[config.mk]
export PLATFORM = sky130hd
export DESIGN_NAME = grf_commit_flat
export DESIGN_NICKNAME = d
export VERILOG_FILES = /design/src/rtl/grf_commit_pkg.sv /design/src/rtl/grf_commit_if.sv /design/src/rtl/grf_read_port.sv /design/src/rtl/grf_commit.sv /design/src/flat_wrapper.sv
export SDC_FILE = /design/constraint.sdc
export NUM_CORES = 2
export LEC_CHECK = 0
export ABC_AREA = 1
export CAP_MARGIN = 15
export CELL_PAD_IN_SITES_DETAIL_PLACEMENT = 0
export CELL_PAD_IN_SITES_GLOBAL_PLACEMENT = 1
export CORE_UTILIZATION = 45
export CTS_CLUSTER_DIAMETER = 200
export DETAILED_ROUTE_END_ITERATION = 12
export GPL_TIMING_DRIVEN = 1
export MAX_ROUTING_LAYER = met4
export PLACE_DENSITY = 0.81
export SLEW_MARGIN = 15
export SYNTH_ARGS = -nofsm -noshare
export SYNTH_HDL_FRONTEND = slang
export SYNTH_HIERARCHICAL = 1
export SYNTH_SLANG_ARGS = --single-unit
[constraint.sdc]
create_clock -name clk -period 1.9 [get_ports clk]
set_input_delay 0.19 -clock clk [delete_from_list [all_inputs] [get_ports clk]]
set_output_delay 0.19 -clock clk [all_outputs]
set_load 0.03 [all_outputs]
[src/rtl/grf_commit_pkg.sv]
// Shared GPR constants, instruction field helpers and the commit record type
// used by the grf_commit register file.
package grf_commit_pkg;

    localparam int unsigned GRF_ADDR_W = 5;
    localparam int unsigned GRF_NREG   = 32;
    localparam int unsigned GRF_DW     = 32;

    localparam logic [GRF_ADDR_W-1:0] GRF_ZERO   = 5'd0;
    localparam logic [GRF_ADDR_W-1:0] GRF_RA     = 5'd31;
    localparam logic [31:0]           PC8_OFFSET = 32'd8;

    typedef logic [GRF_ADDR_W-1:0] grf_addr_t;

    typedef struct packed {
        logic [31:0]       pc;
        grf_addr_t         addr;
        logic [GRF_DW-1:0] data;
    } commit_rec_t;

    function automatic grf_addr_t f_rs(input logic [31:0] instr);
        return instr[25:21];
    endfunction

    function automatic grf_addr_t f_rt(input logic [31:0] instr);
        return instr[20:16];
    endfunction

    function automatic grf_addr_t f_rd(input logic [31:0] instr);
        return instr[15:11];
    endfunction

endpackage

[src/rtl/grf_commit_if.sv]
// Writeback-to-register-file and decode read-port bundle; the master side is
// the pipeline (WB writes, ID reads), the slave side is the register file.
interface grf_commit_if #(
    parameter int unsigned DW = grf_commit_pkg::GRF_DW
);
    import grf_commit_pkg::*;

    logic          we;
    grf_addr_t     waddr;
    logic [DW-1:0] wdata;
    logic [31:0]   wpc8;
    grf_addr_t     raddr1;
    grf_addr_t     raddr2;
    logic [DW-1:0] rdata1;
    logic [DW-1:0] rdata2;

    modport master (
        output we, waddr, wdata, wpc8, raddr1, raddr2,
        input  rdata1, rdata2
    );

    modport slave (
        input  we, waddr, wdata, wpc8, raddr1, raddr2,
        output rdata1, rdata2
    );

endinterface

[src/rtl/grf_read_port.sv]
// One combinational GPR read port: $0 forces zero, and with GRF_BYPASS_EN
// defined a same-cycle write to the addressed register is passed straight through.
module grf_read_port
    import grf_commit_pkg::*;
#(
    parameter int unsigned DW = GRF_DW
) (
    input  logic          i_rst_n,
    input  grf_addr_t     i_raddr,
    input  logic [DW-1:0] i_rdata_reg,
    input  logic          i_we,
    input  grf_addr_t     i_waddr,
    input  logic [DW-1:0] i_wdata,
    output logic [DW-1:0] o_rdata
);

`ifdef GRF_BYPASS_EN
    logic w_hit;
    // Bypass is gated by reset so reads stay zero while reset_n is low.
    assign w_hit = i_rst_n && i_we && (i_waddr != GRF_ZERO) && (i_waddr == i_raddr);
`else
    logic w_hit;
    logic w_unused;
    assign w_hit    = 1'b0;
    assign w_unused = ^{i_rst_n, i_we, i_waddr, i_wdata};
`endif

    always_comb begin
        o_rdata = i_rdata_reg;
        if (i_raddr == GRF_ZERO) begin
            o_rdata = '0;
        end else if (w_hit) begin
            o_rdata = i_wdata;
        end
    end

endmodule

[src/rtl/grf_commit.sv]
// MIPS general register file with architectural commit bookkeeping.
// Optional write-through read bypass is enabled by defining GRF_BYPASS_EN.
module grf_commit
    import grf_commit_pkg::*;
#(
    parameter int unsigned NREG  = GRF_NREG,
    parameter int unsigned DW    = GRF_DW,
    parameter int unsigned CNT_W = 32
) (
    input  logic               clk,
    input  logic               reset_n,
    grf_commit_if.slave        wb,
    output logic [CNT_W-1:0]   commit_cnt,
    output logic               last_valid,
    output logic [31:0]        last_pc,
    output grf_addr_t          last_addr,
    output logic [DW-1:0]      last_data
);

    logic [DW-1:0]    r_regs [NREG];
    logic [CNT_W-1:0] r_cnt;
    logic             r_last_valid;
    commit_rec_t      r_last;
    logic             w_commit;

    assign w_commit = wb.we && (wb.waddr != GRF_ZERO);

    always_ff @(posedge clk or negedge reset_n) begin
        if (!reset_n) begin
            for (int unsigned i = 0; i < NREG; i++) begin
                r_regs[i] <= '0;
            end
            r_cnt        <= '0;
            r_last_valid <= 1'b0;
            r_last       <= '0;
        end else if (w_commit) begin
            r_regs[wb.waddr] <= wb.wdata;
            r_cnt            <= r_cnt + CNT_W'(1);
            r_last_valid     <= 1'b1;
            r_last.pc        <= wb.wpc8 - PC8_OFFSET;
            r_last.addr      <= wb.waddr;
            r_last.data      <= wb.wdata;
        end
    end

    assign commit_cnt = r_cnt;
    assign last_valid = r_last_valid;
    assign last_pc    = r_last.pc;
    assign last_addr  = r_last.addr;
    assign last_data  = r_last.data;

    grf_read_port #(.DW(DW)) u_rd1 (
        .i_rst_n     (reset_n),
        .i_raddr     (wb.raddr1),
        .i_rdata_reg (r_regs[wb.raddr1]),
        .i_we        (wb.we),
        .i_waddr     (wb.waddr),
        .i_wdata     (wb.wdata),
        .o_rdata     (wb.rdata1)
    );

    grf_read_port #(.DW(DW)) u_rd2 (
        .i_rst_n     (reset_n),
        .i_raddr     (wb.raddr2),
        .i_rdata_reg (r_regs[wb.raddr2]),
        .i_we        (wb.we),
        .i_waddr     (wb.waddr),
        .i_wdata     (wb.wdata),
        .o_rdata     (wb.rdata2)
    );

endmodule

[src/flat_wrapper.sv]
// flat-port wrapper written by rule: the top's interface ports become plain ports
module grf_commit_flat import grf_commit_pkg::*;
#(
    parameter int unsigned NREG  = GRF_NREG,
    parameter int unsigned DW    = GRF_DW,
    parameter int unsigned CNT_W = 32
)
  (clk, reset_n, commit_cnt, last_valid, last_pc, last_addr, last_data, wb_we, wb_waddr, wb_wdata, wb_wpc8, wb_raddr1, wb_raddr2, wb_rdata1, wb_rdata2);
  grf_commit_if #(.DW(DW)) wb_i ();
  input  logic clk;
  input  logic reset_n;
  output logic [CNT_W-1:0] commit_cnt;
  output logic last_valid;
  output logic [31:0] last_pc;
  output grf_addr_t last_addr;
  output logic [DW-1:0] last_data;
  input wire logic [$bits(wb_i.we)-1:0] wb_we;
  input wire logic [$bits(wb_i.waddr)-1:0] wb_waddr;
  input wire logic [$bits(wb_i.wdata)-1:0] wb_wdata;
  input wire logic [$bits(wb_i.wpc8)-1:0] wb_wpc8;
  input wire logic [$bits(wb_i.raddr1)-1:0] wb_raddr1;
  input wire logic [$bits(wb_i.raddr2)-1:0] wb_raddr2;
  output wire logic [$bits(wb_i.rdata1)-1:0] wb_rdata1;
  output wire logic [$bits(wb_i.rdata2)-1:0] wb_rdata2;
  assign wb_i.we = wb_we;
  assign wb_i.waddr = wb_waddr;
  assign wb_i.wdata = wb_wdata;
  assign wb_i.wpc8 = wb_wpc8;
  assign wb_i.raddr1 = wb_raddr1;
  assign wb_i.raddr2 = wb_raddr2;
  assign wb_rdata1 = wb_i.rdata1;
  assign wb_rdata2 = wb_i.rdata2;
  grf_commit #(.NREG(NREG), .DW(DW), .CNT_W(CNT_W)) u_core (.clk(clk), .reset_n(reset_n), .wb(wb_i), .commit_cnt(commit_cnt), .last_valid(last_valid), .last_pc(last_pc), .last_addr(last_addr), .last_data(last_data));
endmodule
# Word-level counts from Yosys, hierarchy flattened

Index checks and enable logic that the tools add are counted.

Word-level logic and storage cells: 62
Output and inout bits: 166
Flip-flop bits (word level): 1,126
Bits of input ports: 82

$add $sub $neg: 2
Order comparisons: 4
Reductions and logical operators: 5
Bitwise gates (word level): 3
Mux-type cells: 11

Operator list:

| operator                | number |
|---|---|
| $bwmux W1024            | 1 |
| $bmux W32 S5            | 2 |
| $mux W32                | 7 |
| $demux W32 S5           | 1 |
| $add A32 B1 Y32 const B | 1 |
| $sub A32 B4 Y32 const B | 1 |
| $ge A6 B6 Y1 const B    | 3 |
| $not A5 Y6              | 3 |
| $logic_not A5 Y1        | 2 |
| $lt A6 B1 Y1 const B    | 1 |
| $reduce_bool A5 Y1      | 1 |
| $logic_and A1 B1 Y1     | 2 |

# Depth between registers and ports, before layout

Depth in word-level cells: 6
Mapped depth: 14
Mapped depth without buffers: 11

# Modules after synthesis

Netlist, hierarchy kept.

Modules (own cells, without submodules):

| module        | cells an instance | instances | sequential area each (um^2) | area an instance (um^2) |
|---|---|---|---|---|
| grf_commit    | 8,949             | 1         | 28,177.0                    | 61,111.1 |
| grf_read_port | 71                | 2         | 0.0                         | 307.8 |

# Worst setup path after synthesis

Ideal clock, no wire load.

Kind: in2out
Start: in wb_raddr1[0]
End: out wb_rdata1[3]
Required time: 1,710 ps
Stages on the path: 14
Path buffers: 3
Data arrival time: 1,696 ps
Slack: 14 ps
Cell sequence: buf_2 -> inv_2 -> clkbuf_1 -> clkbuf_1 -> nand2_1 -> nand3_1 -> nand3_1 -> nand2_1 -> nand2_1 -> nand2_1 -> nand2_1 -> nand2_1 -> nand2_2 -> inv_1

Longest elaborated chain between the ends: 5
Elaborated cells between the ends (all ways): 6
Those cells by class: mux (4); bitwise (1); reduce/logical (1)

Ends and longest elaborated chain:

| what                                        | RTL line            | source |
|---|---|---|
| from (decl)                                 | flat_wrapper.sv:21  | `input wire logic [$bits(wb_i.raddr1)-1:0] wb_raddr1;` |
| $not A5 Y6 (implied by the code)            | grf_commit.sv:55    | `.i_rdata_reg (r_regs[wb.raddr1]),` |
| $bmux W32 S5                                | grf_commit.sv:55    |  |
| $mux W32 (implied by the code) (2 in a row) | grf_commit.sv:55    |  |
| $mux W32 *                                  | grf_read_port.sv:30 | `if (i_raddr == GRF_ZERO) begin` |
| to (decl)                                   | flat_wrapper.sv:23  | `output wire logic [$bits(wb_i.rdata1)-1:0] wb_rdata1;` |

Every way passes the cells marked *; elsewhere a longest branch is shown, timed or not. The select of a mux whose other input is x is not followed.

# Final worst setup path

Start: reg u_core/r_regs[64] in the netlist's numbering
End: out wb_rdata1[0]

Longest elaborated chain between the ends: 4

Ends and longest elaborated chain:

| what                                        | RTL line            | source |
|---|---|---|
| from (decl)                                 | grf_commit.sv:20    | `logic [DW-1:0] r_regs [NREG];` |
| from (signal, indexed assignment)           | grf_commit.sv:37    | `r_regs[wb.waddr] <= wb.wdata;` |
| $bmux W32 S5                                | grf_commit.sv:55    |  |
| $mux W32 (implied by the code) (2 in a row) | grf_commit.sv:55    |  |
| $mux W32                                    | grf_read_port.sv:30 |  |

No other way between the ends. The select of a mux whose other input is x is not followed.

==> flow_summary.toml <==
[final_layout]
stdcell_area_sq_um = 78400
stdcell_count = 11299
final_core_util = 0.577
multiInputGateArea_sq_um = 31400
fin_nets = 9498
final_layout_size_suffix_gt1_frac = 0.150
areaGrowthSynthToFinish_pct = 27.0
fillers = 12612
regArea_sq_um = 28200

[synth]
avgSynthCellArea_sq_um = 6.79
synth_edf_count = 0
synthCells = 9091
yosysSeqAreaShare = 0.456
yosysTopAreaCell = "dfrtp_1"
yosysUniqueCellTypes = 26
synth_seq_cells = 1126
synth_warnings = 6
syn_nets = 9175
synth_area_leaders = "dfrtp_1 46%, nand2_1 25%, nand3_1 13%"
netlist_area_sq_um = 61700
synth.most_common_cell = "nand2_1"
synthTopCellsByCount = "4162 x nand2_1, 1566 x nand3_1, 1126 x dfrtp_1, 956 x o21ai_0, 704 x clkbuf_1"
synth_top_area_share = 0.456
async_flop_share = 1.00
synth_ff_type = "dfrtp_1"

[routing]
drtAntennaViolNets = 0
firstDrtPassIters = 10
route.detailed.drc = 2
wl_um = 253000
drt_iter0_drc = 8592
num_vias = 65412
routedWlPerCell_um = 22.4
vias_per_cell = 5.79

[clock_network]
tritoncts = "done"
numCtsBuffers = 135
clk_pin_slew_ps = 60
root_buffer = "clkbuf_16"
cts_htree_levels = 4
cts.path.max_buffers = 3
clock_latency_ps = 780
clock_sinks = 1126

[power_and_ir_drop]
pwr-share-comb = 0.228
fin_total_pwr_mw = 76.5
p_seq_frac = 0.417
swShare = 0.324
ir_drop_mv = 0.744
intPower_mw = 51.8
power_density_nw_per_um2 = 977
p_sw_mw = 24.8
clockPowerShare = 0.355
leakage_nw = 38.0

[global_route]
grt_pass1_wl_um = 382000
grt_use_total = 0.373
overflow = 0
antenna_found_initial = 4
grt_max_degree = 117
grt_pass1_vias = 60793

[critical_path]
crit_path_end = "wb_rdata1[0]"
rrSetupSlack_ps = 180
reg2reg_to = "u_core/commit_cnt[30]"
r2r_cells = 9
crit_path_max_fanout = 3
worst-setup-path-type = "reg -> out"
crit_required_ps = 1710
cp-end-kind = "output port"
arrival_ps = 2130
crit_start = "u_core/r_regs[64]"
reg2reg_from = "u_core/commit_cnt[6]"
cp-start-kind = "register"

[placed_design]
dpl.cell_count = 10951
dpl_cell_area_sq_um = 71900
place_hpwl_um = 162000
portBuffers = 247
place.gp.congestion = 0.947

[sta]
fin_skew_ps = 7.65
max_freq_mhz = 431
hold_viol = 0
setup_tns_ps = -21490
setup_viol = 64
timing.final.crit_share = 1.22
rsz0062_at_grt = "true"
worstMarginPinSlew_ps = 735
min_period_ps = 2320
slew_viol_final = 0
slew_headroom = 0.510
final.setup.worst_slack_ps = -422

[floorplan]
initial_core_util = 0.455
dieHeight_um = 372
die_area_sq_um = 139000
core_sq_um = 136000
io_pins = 248
die_w_um = 372
num_rows = 135

[run_status]
failed_checks = "DRC, setup timing"
status = "finished with violations"

[flow_run]
drv_cap = 0

[min_path]
hold_class = "in -> reg"
critical path: stages (launching register included):
cell and delay [ps]:
dfrtp_1 380, nand2_1 70, nand3_1 90, nand3_1 70
nand2_1 70, nand2_1 60, nand2_2 80, nand2_1 60
nand2_2 150, nand2_4 100, inv_4 70, buf_12 110
sequential cells by signal (all words and copies together) (netlist names):
signal             count
u_core/r_regs       1024
u_core/commit_cnt     32
u_core/last_data      32
u_core/last_pc        32
u_core/last_addr       5
u_core/last_valid      1
worst min path at each step:
| stage | start | endpoint | slack [ps] | cells past startpoint |
|---|---|---|---|---|
| 2_1_floorplan | reset_n | u_core/commit_cnt[0] | -110 | 0 |
| 3_3_place_gp | reset_n | u_core/r_regs[737] | 340 | 2 |
| 3_5_place_dp | reset_n | u_core/r_regs[674] | 340 | 2 |
| 4_1_cts | wb_wpc8[12] | u_core/last_pc[12] | 30 | 3 |
| 5_1_grt | wb_wpc8[12] | u_core/last_pc[12] | 70 | 3 |
| 6_report | wb_wpc8[12] | u_core/last_pc[12] | 60 | 3 |
cells by family after synthesis:
group	share of synthesized area
xor+xnor	0.00397
buf+inv	0.0573
fa+ha+maj	0.000405
compound gates	0.0855
flops	0.456
simple gates	0.396
per-stage QoR:
| stage | hold slack [ps] | setup slack (ps) |
|---|---|---|
| global placement | 343 | -162 |
| global route | 69.9 | -510 |
| detailed placement | 343 | -212 |
| finish | 55.7 | -422 |
| floorplan | -106 | 14.3 |
| CTS | 33.6 | -425 |
area by class of cell:
cell class / count / share of cell area
sequential: 1126 / 0.360
clock inverter: 46 / 0.00811
tap: 1781 / 0.0284
antenna: 2 / 0.0000639
timing repair buffer: 961 / 0.145
clock buffer: 193 / 0.0503
inverter: 154 / 0.00801
multi-input combinational: 7036 / 0.400
routing by layer:
layer  up-vias  wire (um)  track usage
met5         -          0            -
met4         0      10400        0.144
met3       679      25700       0.0678
met2      3614     110000        0.547
met1     31136     107000        0.512
li1      29983          -            -
power by group through the flow:
stage | Clock (mW) | Combinational, mW | Sequential, mW
3_5_place_dp | 0 | 16.2 | 32.1
3_3_place_gp | 0 | 15.9 | 32.1
2_1_floorplan | 0 | 9.59 | 31.6
5_1_grt | 28.4 | 19.4 | 32.4
6_report | 27.2 | 17.4 | 31.9
4_1_cts | 27.5 | 16.6 | 31.8
cells in the final DEF (no fill, tap or decap), types with 13 or more instances in the layout:
| master | Yosys | routed |
|---|---|---|
| nand2_1 | 4162 | 3921 |
| nand3_1 | 1566 | 1471 |
| dfrtp_1 | 1126 | 1125 |
| o21ai_0 | 956 | 956 |
| buf_4 | 0 | 452 |
| buf_12 | 0 | 297 |
| nand2_2 | 10 | 199 |
| nor2_1 | 178 | 176 |
| clkbuf_16 | 0 | 140 |
| nand3_2 | 2 | 97 |
| dlygate4sd2_1 | 0 | 95 |
| inv_1 | 146 | 80 |
| clkdlybuf4s50_1 | 0 | 70 |
| inv_2 | 8 | 64 |
| a21oi_1 | 64 | 64 |
| nand2_4 | 0 | 52 |
| clkbuf_1 | 704 | 29 |
| buf_6 | 6 | 26 |
| clkbuf_8 | 0 | 25 |
| o21ai_1 | 25 | 25 |
| clkinv_2 | 0 | 18 |
| xor2_1 | 18 | 18 |
| bufinv_16 | 0 | 14 |
| nor3_1 | 13 | 13 |
repair_timing:
| item | CTS | global route |
|---|---|---|
| pin swaps | 369 | 345 |
| hold buffers | 6 | 0 |
| endpoints found under the setup margin | 166 | 69 |
| resized for setup | 317 | 212 |
| buffers inserted | 33 | 68 |
| endpoints found under the hold margin | 1131 | 0 |
Note: power is estimated with default switching activity, not from simulation.
